<file path="config.mk">
export PLATFORM = sky130hd
export DESIGN_NAME = moore_seq_ctrl
export DESIGN_NICKNAME = d
export VERILOG_FILES = /design/src/rtl/moore_seq_ctrl.sv
export SDC_FILE = /design/constraint.sdc
export NUM_CORES = 1
export LEC_CHECK = 0
export ABC_CLOCK_PERIOD_IN_PS = 2050
export BUFFER_PORTS_ARGS = -buffer_cell sky130_fd_sc_hd__buf_2
export CAP_MARGIN = 15
export CORE_MARGIN = 2
export CORE_UTILIZATION = 48
export DETAILED_ROUTE_END_ITERATION = 16
export MAX_ROUTING_LAYER = met4
export PLACE_DENSITY_LB_ADDON = 0.08
export SETUP_SLACK_MARGIN = 0.05
export SYNTH_ARGS = -nofsm -noshare
export SYNTH_HDL_FRONTEND = slang
export SYNTH_SLANG_ARGS = --single-unit
</file>
<file path="constraint.sdc">
create_clock -name clk -period 2.05 [get_ports clk]
set_clock_uncertainty 0.05 [all_clocks]
set_input_delay 0.3075 -clock clk [delete_from_list [all_inputs] [get_ports clk]]
set_output_delay 0.3075 -clock clk [all_outputs]
set_load 0.01 [all_outputs]
</file>
<file path="src/rtl/moore_seq_ctrl.sv">
// Sequencer that clears a Moore recognizer, shifts a stored pattern into it LSB first
// and counts MATCH_CODE cycles on its output. Optional first-hit capture: MOORE_SEQ_FIRST_HIT_EN.
module moore_seq_ctrl #(
    parameter int         PAT_W      = 16,
    parameter int         CNT_W      = 5,
    parameter logic [1:0] MATCH_CODE = 2'b11
) (
    input  logic             clk,
    input  logic             reset,
    input  logic             start,
    input  logic [PAT_W-1:0] pattern,
    input  logic [CNT_W-1:0] len,
    output logic             fsm_reset,
    output logic             fsm_a,
    input  logic [1:0]       fsm_b,
    output logic             busy,
    output logic             done,
    output logic [CNT_W-1:0] hit_cnt
`ifdef MOORE_SEQ_FIRST_HIT_EN
    ,
    output logic [CNT_W-1:0] first_hit_idx,
    output logic             first_hit_vld
`endif
);

    typedef enum logic [2:0] {IDLE, CLR, RUN, DRAIN, DONE} state_t;

    state_t             r_state;
    logic [PAT_W-1:0]   r_shift;
    logic [CNT_W-1:0]   r_rem;
    logic               r_fsm_a;
    logic               r_busy;
    logic               r_done;
    logic [CNT_W-1:0]   r_hit_cnt;
    logic               r_samp_en;
    logic [CNT_W-1:0]   w_len_clamp;
    logic               w_hit;
`ifdef MOORE_SEQ_FIRST_HIT_EN
    logic [CNT_W-1:0]   r_samp_idx;
    logic [CNT_W-1:0]   r_fh_idx;
    logic               r_fh_vld;
`endif

    assign w_len_clamp = (len > CNT_W'(PAT_W)) ? CNT_W'(PAT_W) : len;
    assign w_hit       = r_samp_en && (fsm_b == MATCH_CODE);

    assign fsm_reset = reset | (r_state == CLR);
    assign fsm_a     = r_fsm_a;
    assign busy      = r_busy;
    assign done      = r_done;
    assign hit_cnt   = r_hit_cnt;
`ifdef MOORE_SEQ_FIRST_HIT_EN
    assign first_hit_idx = r_fh_idx;
    assign first_hit_vld = r_fh_vld;
`endif

    always_ff @(posedge clk) begin
        if (reset) begin
            r_state   <= IDLE;
            r_shift   <= '0;
            r_rem     <= '0;
            r_fsm_a   <= 1'b0;
            r_busy    <= 1'b0;
            r_done    <= 1'b0;
            r_hit_cnt <= '0;
            r_samp_en <= 1'b0;
`ifdef MOORE_SEQ_FIRST_HIT_EN
            r_samp_idx <= '0;
            r_fh_idx   <= '0;
            r_fh_vld   <= 1'b0;
`endif
        end else begin
            // The recognizer output lags a_in by one clock, so sampling trails the driven bit.
            r_samp_en <= (r_state == RUN);
            r_done    <= 1'b0;
            if (w_hit && (r_hit_cnt != '1))
                r_hit_cnt <= r_hit_cnt + 1'b1;
`ifdef MOORE_SEQ_FIRST_HIT_EN
            if (r_samp_en) begin
                r_samp_idx <= r_samp_idx + 1'b1;
                if (w_hit && !r_fh_vld) begin
                    r_fh_idx <= r_samp_idx;
                    r_fh_vld <= 1'b1;
                end
            end
`endif
            case (r_state)
                IDLE: begin
                    if (start) begin
                        r_shift   <= pattern;
                        r_rem     <= w_len_clamp;
                        r_hit_cnt <= '0;
                        r_busy    <= 1'b1;
                        r_state   <= CLR;
`ifdef MOORE_SEQ_FIRST_HIT_EN
                        r_samp_idx <= '0;
                        r_fh_idx   <= '0;
                        r_fh_vld   <= 1'b0;
`endif
                    end
                end
                CLR: begin
                    if (r_rem == '0) begin
                        r_done  <= 1'b1;
                        r_busy  <= 1'b0;
                        r_state <= DONE;
                    end else begin
                        r_fsm_a <= r_shift[0];
                        r_shift <= r_shift >> 1;
                        r_rem   <= r_rem - 1'b1;
                        r_state <= RUN;
                    end
                end
                RUN: begin
                    if (r_rem == '0) begin
                        r_fsm_a <= 1'b0;
                        r_state <= DRAIN;
                    end else begin
                        r_fsm_a <= r_shift[0];
                        r_shift <= r_shift >> 1;
                        r_rem   <= r_rem - 1'b1;
                    end
                end
                DRAIN: begin
                    r_done  <= 1'b1;
                    r_busy  <= 1'b0;
                    r_state <= DONE;
                end
                DONE: begin
                    r_state <= IDLE;
                end
                default: begin
                    r_fsm_a <= 1'b0;
                    r_busy  <= 1'b0;
                    r_state <= IDLE;
                end
            endcase
        end
    end

endmodule
</file>
==> results of run 1 <==
==> area by class of cell <==
| type | instances | area [sq um] |
|---|---|---|
| clock inverter | 1 | 5.005 |
| inverter | 4 | 15.01 |
| tap | 46 | 57.56 |
| sequential | 33 | 660.6 |
| clock buffer | 7 | 65.06 |
| fill | 316 | 1340 |
| timing repair buffer | 46 | 272.8 |
| multi-input combinational | 141 | 947.2 |
==> per-layer routing <==
metal / global-route usage / wire length (um)
met5: - / 0
met2: 0.3303 / 1796
met4: 0.05707 / 34
met3: 0.05893 / 151
met1: 0.2267 / 1676
==> synthesized netlist by cell type (3+ instances only) <==
| master | number | area share |
|---|---|---|
| a21oi_1 | 6 | 0.018 |
| a311oi_2 | 16 | 0.14 |
| a31oi_1 | 4 | 0.015 |
| buf_6 | 3 | 0.020 |
| clkbuf_1 | 8 | 0.018 |
| dfxtp_1 | 33 | 0.39 |
| ha_1 | 3 | 0.022 |
| inv_1 | 4 | 0.0089 |
| nand2_1 | 38 | 0.084 |
| nor2_1 | 23 | 0.051 |
| nor3_1 | 3 | 0.0089 |
| nor4b_1 | 4 | 0.021 |
| o21ai_0 | 3 | 0.0089 |
| or3_1 | 3 | 0.011 |
==> worst min-delay path by stage <==
stage | to | depth (start not counted)
final | r_shift[15] | 3
after global routing | r_rem[4] | 3
after CTS | r_shift[15] | 3
after detailed placement | hit_cnt[1] | 2
after global placement | hit_cnt[4] | 2
after floorplan | r_rem[4] | 2
==> critical path, cell delays in order (launching register included) <==
cell,delay [ns]
dfxtp_1,0.34
inv_1,0.08
ha_1,0.17
or4b_4,0.50
o211a_4,0.26
buf_12,0.17
nor2_1,0.14
a311oi_2,0.07
==> state kept, by name (all words and copies together) (netlist names) <==
| signal | cells |
|---|---|
| busy | 1 |
| done | 1 |
| fsm_a | 1 |
| hit_cnt | 5 |
| r_rem | 5 |
| r_samp_en | 1 |
| r_shift | 16 |
| r_state | 3 |
==> cells by family (layout without fill, tap and decap cells) <==
kind of cell             count (synthesis)  in the layout
XOR/XNOR                                 4              4
AO/OA/AOI/OAI                           43             43
adder cells (fa/ha/maj)                  3              3
multiplexers                             1              1
buffers and inverters                   19             58
AND/OR/NAND/NOR                         90             90
flip-flops                              33             33
==> timing repair <==
item / 4_1_cts / 5_1_grt
resized for setup: 0 / 2
endpoints found under the setup margin: 0 / 10
setup buffers: 0 / 2
hold buffers: 0 / 0
==> power by group <==
| group | switching (mW) | internal [mW] | total [mW] |
|---|---|---|---|
| clock network | 0.218 | 0.199 | 0.417 |
| logic | 0.492 | 0.417 | 0.909 |
| registers | 0.0856 | 0.771 | 0.856 |
==> metrics, run 1 <==
status=complete, no violations; first-pass GRT wire length=between 6000 and 7000 um; WL per Instance=roughly 13 um; initial core utilization=0.5037; main combinational cell family by area after synthesis=simple AND/OR/NAND/NOR gates; initial DRC count=129; CTS tree=built; Reg2Reg Depth=7; Hold Vio Cnt, Final=0; Main synth FF type=dfxtp_1; gr ovfl total=0; Worst Hold Class=input pin to flip-flop; Post-Syn Area=between 1500 and 2000 sq um; Cell Pwr Density=1079 nW/um^2; clock buffer depth=2; PortBufs=34; CTS buffer count=5; dpl hpwl=roughly 2600 um; max-slew violation count=0; Ys Warns=0; RSZ-0062 raised after global routing=false; Min-Delay Startpoint=pattern[15]; XOR/XNOR share of the synthesized area=0.02068; post-synthesis async set-or-reset flop share=0; Layout area overhead=19.42%; routed via count=1,538; Clock Latency Late Sink=0.33 ns; Hold Worst Slack=roughly 0.17 ns; CP endpoint=r_shift[14]; final wirelength=approximately 3700 um; Worst IR Drop VDD=approximately 0.00052 V; htree depth=2; CP Max Fanout=35; Cell Rows=21; post-synthesis compound-gate area fraction=0.2496; overall power=2.183 mW; Post-Synth Simple-Gate Area=0.2548; Post-Synthesis Cells=193; gr usage total=0.1967; DRT antenna net count=0; total die area=just over 4000 sq um; utilization after layout=0.6016; critical path startpoint category=flip-flop; NumNets Final=260; Clock Tree Root=clkbuf_4; final worst-path cycle share=0.9298; crit path launch=r_rem[0]; vias per cell=5.532; Chip Width=roughly 63 um; Non-Filler Instances=between 200 and 300; final worst slack=about 0.14 ns; final setup fails=0; Fmax=0.5246 GHz; Adder-Cell Fraction of Synth Area=0.02216; Max-slew headroom=0.5156; Reg2Reg Launch Point=r_rem[0]; syn nets=222; FF-to-FF setup slack=0.14 ns; Period minus WS final=1.906 ns; worst r2r dst=r_shift[14]; Yosys reg bits=33; Syn Area/Cell=around 8.8 sq um; Post-Place Cells=roughly 270; initial antenna violation count=0; Placed Area=between 1500 and 2000 sq um; TritonCTS Sinks=33; Tightest Pin Transition=0.7215 ns; setup TNS=0 ns; CP Capture Type=flip-flop; most common cell after layout, fill and taps aside=nand2_1; most frequent cells in the layout=nand2_1 (38), buf_2 (34), dfxtp_1 (33), nor2_1 (22), a311oi_2 (16); mux contribution to synthesized area=0.005908; Leak Pwr=0.8364 nW; Reg clk slew, reported paths=0.10 ns; max capacitance violation total=0; largest net degree at the start of global routing=36; sequential share of the synthesized area=0.3900; vias in the first global route=approximately 1,400; post-place setup slack=0.1373 ns; GP Congestion=0.8578; Design Area, Final=2023 sq um; crit path DAT=2.06 ns; Die Y=63.41 um; CP Data Required Time=2.21 ns; # diodes=0; synth unique cells=42; Detailed Routing Iterations Pass 1=4; I/O pin count=35; share of cells above drive strength 1=0.3233; worst setup path class=flip-flop to flip-flop; core area=between 3000 and 4000 sq um; DRC errors left=0; number of synthesized flops with an enable pin=0
Power figures use the tool's default switching activity.
==> run 2: changes to the inputs <==
--- a/config.mk
+++ b/config.mk
@@ -9,7 +9,7 @@
 export BUFFER_PORTS_ARGS = -buffer_cell sky130_fd_sc_hd__buf_2
 export CAP_MARGIN = 15
 export CORE_MARGIN = 2
-export CORE_UTILIZATION = 48
+export CORE_UTILIZATION = 43
 export DETAILED_ROUTE_END_ITERATION = 16
 export MAX_ROUTING_LAYER = met4
 export PLACE_DENSITY_LB_ADDON = 0.08
==> run 2 against run 1 <==
Global-route usage fell by 0.64 points. Count of clock-buffer cells in the layout did not move. Clock power rose by 28%. Routed wire length fell by 2.2%. Final area rose by 0.80%. Fmax rose by 1.2%. Non-clock buffer count fell by 1. Via count fell by 2.5%. Flip-flop and latch count did not move. Die area rose by 11%. Critical endpoint is now r_shift[6].
==> metrics, run 2 (same netlist as run 1, synthesis figures left out) <==
crit path DAT=1.99 ns; Min-Delay Startpoint=pattern[15]; Worst IR Drop VDD=0.0005146 V; RSZ-0062 raised after global routing=false; DRC errors left=0; Cell Rows=22; I/O pin count=35; core area=around 3700 sq um; area occupied by multi-input gates=937.1 sq um; initial antenna violation count=0; gr ovfl total=0; Hold Vio Cnt, Final=0; Cell Pwr Density=1100 nW/um^2; NumNets Final=approximately 260; final wirelength=3577 um; GP Congestion=around 0.75; Pint=1.460 mW; combinational share of power=0.382; utilization after layout=0.5488; htree depth=2; Tightest Pin Transition=between 0.6 and 0.7 ns; initial core utilization=0.4559; Reg area=660.6 sq um; Chip Width=approximately 67 um; worst setup path class=flip-flop to flip-flop; Layout area overhead=20.38%; total die area=approximately 4500 sq um; most frequent cells in the layout=nand2_1 (38), buf_2 (34), dfxtp_1 (33), nor2_1 (23), a311oi_2 (16); Reg2Reg Launch Point=r_rem[0]; most common cell after layout, fill and taps aside=nand2_1; crit-path max cell delay=0.49 ns; crit path launch=r_rem[0]; PortBufs=34; Design Area, Final=2039 sq um; TritonCTS Sinks=33; Placed Area=1938 sq um; buffers plus inverters on the worst setup path=2; Die Y=66.77 um; CTS buffer count=5; # diodes=0; max-slew violation count=0; CTS tree=built; setup TNS=0 ns; dpl hpwl=2596 um; critical-path cell list=inv_1, ha_1, or4b_4, o211a_1, buf_12, nor2_1, a311oi_2; final worst-path cycle share=0.9188; routed via count=1,499; Switch Pwr=between 0.7 and 0.8 mW; gr usage total=0.1903; clock network power share=0.238; Flop pwr share=0.381; max reg flops=16; Reg clk slew, reported paths=approximately 0.06 ns; first-pass GRT wire length=6203 um; Worst Hold Class=input pin to flip-flop; max capacitance violation total=0; CP Capture Type=flip-flop; Max-slew headroom=0.5739; WL per Instance=12.82 um; vias in the first global route=between 1,000 and 1,500; fillers=337; vias per cell=5.373; Sw Ratio=0.3491; Clock Tree Root=clkbuf_8; DRT antenna net count=0; final setup fails=0; Leak Pwr=0.8476 nW; largest net degree at the start of global routing=36; share of cells above drive strength 1=0.3117; Clock Latency Late Sink=0.28 ns; Biggest register=r_shift; Period minus WS final=1.883 ns; CP delay by family, top=simple AND/OR/NAND/NOR gates; post-CTS resize count=0; CTS Hold Buffers Added=0; CP Max Fanout=35; critical path startpoint category=flip-flop; initial DRC count=99; clock buffer depth=2; CP max stage cell=or4b_4; Post-CTS Setup Inserts=0; CP Data Required Time=2.15 ns; Detailed Routing Iterations Pass 1=4; status=complete, no violations; Fmax=0.5309 GHz
==> run 2: cell count changes in the layout (fill, tap and decap cells not counted), sizes merged <==
cell,previous run,this run
buf,46,45
==> run 2: stage by stage <==
step	total power [mW]	hold slack (ns)	worst slack, ns	std cells
after floorplan	1.519	0.3935	0.1354	193
after global placement	1.700	0.4077	0.2332	271
after detailed placement	1.727	0.4371	0.1792	271
after CTS	2.270	0.2168	0.1682	279
after global routing	2.405	0.2389	0.06787	279
final	2.243	0.2217	0.1665	279
==> run 2: tightest hold or removal path, cell delays in order <==
cell and delay, ns:
buf_2 0.08, a22oi_1 0.05, nor2_1 0.08
==> run 2: path summary, 6_finish.rpt <==
kind / end / slack (ns) / cells after the start
setup / recovery: r_shift[6] / 0.17 / 7
setup reg to reg: r_shift[6] / 0.17 / 7
hold / removal: r_shift[15] / 0.22 / 3
hold reg to reg: r_rem[0] / 0.45 / 2
==> run 2: power by group through the flow <==
stage / sequential [mW] / combinational, mW / clock, mW
final: 0.854 / 0.856 / 0.533
after global routing: 0.875 / 0.949 / 0.581
after CTS: 0.854 / 0.863 / 0.554
after detailed placement: 0.868 / 0.859 / 0
after global placement: 0.861 / 0.839 / 0
after floorplan: 0.848 / 0.672 / 0
==> run 2: layer usage <==
metal	GRT usage	part of all wire
met1	0.2231	0.46
met2	0.3138	0.48
met3	0.04054	0.052
met4	0.08418	0.013
met5	-	0
==> run 2: final cells by class <==
cell class,instances,share of cell area
multi-input combinational,141,0.4595
clock inverter,1,0.002454
tap,48,0.02945
sequential,33,0.3239
timing repair buffer,45,0.1301
inverter,4,0.007362
clock buffer,7,0.04724
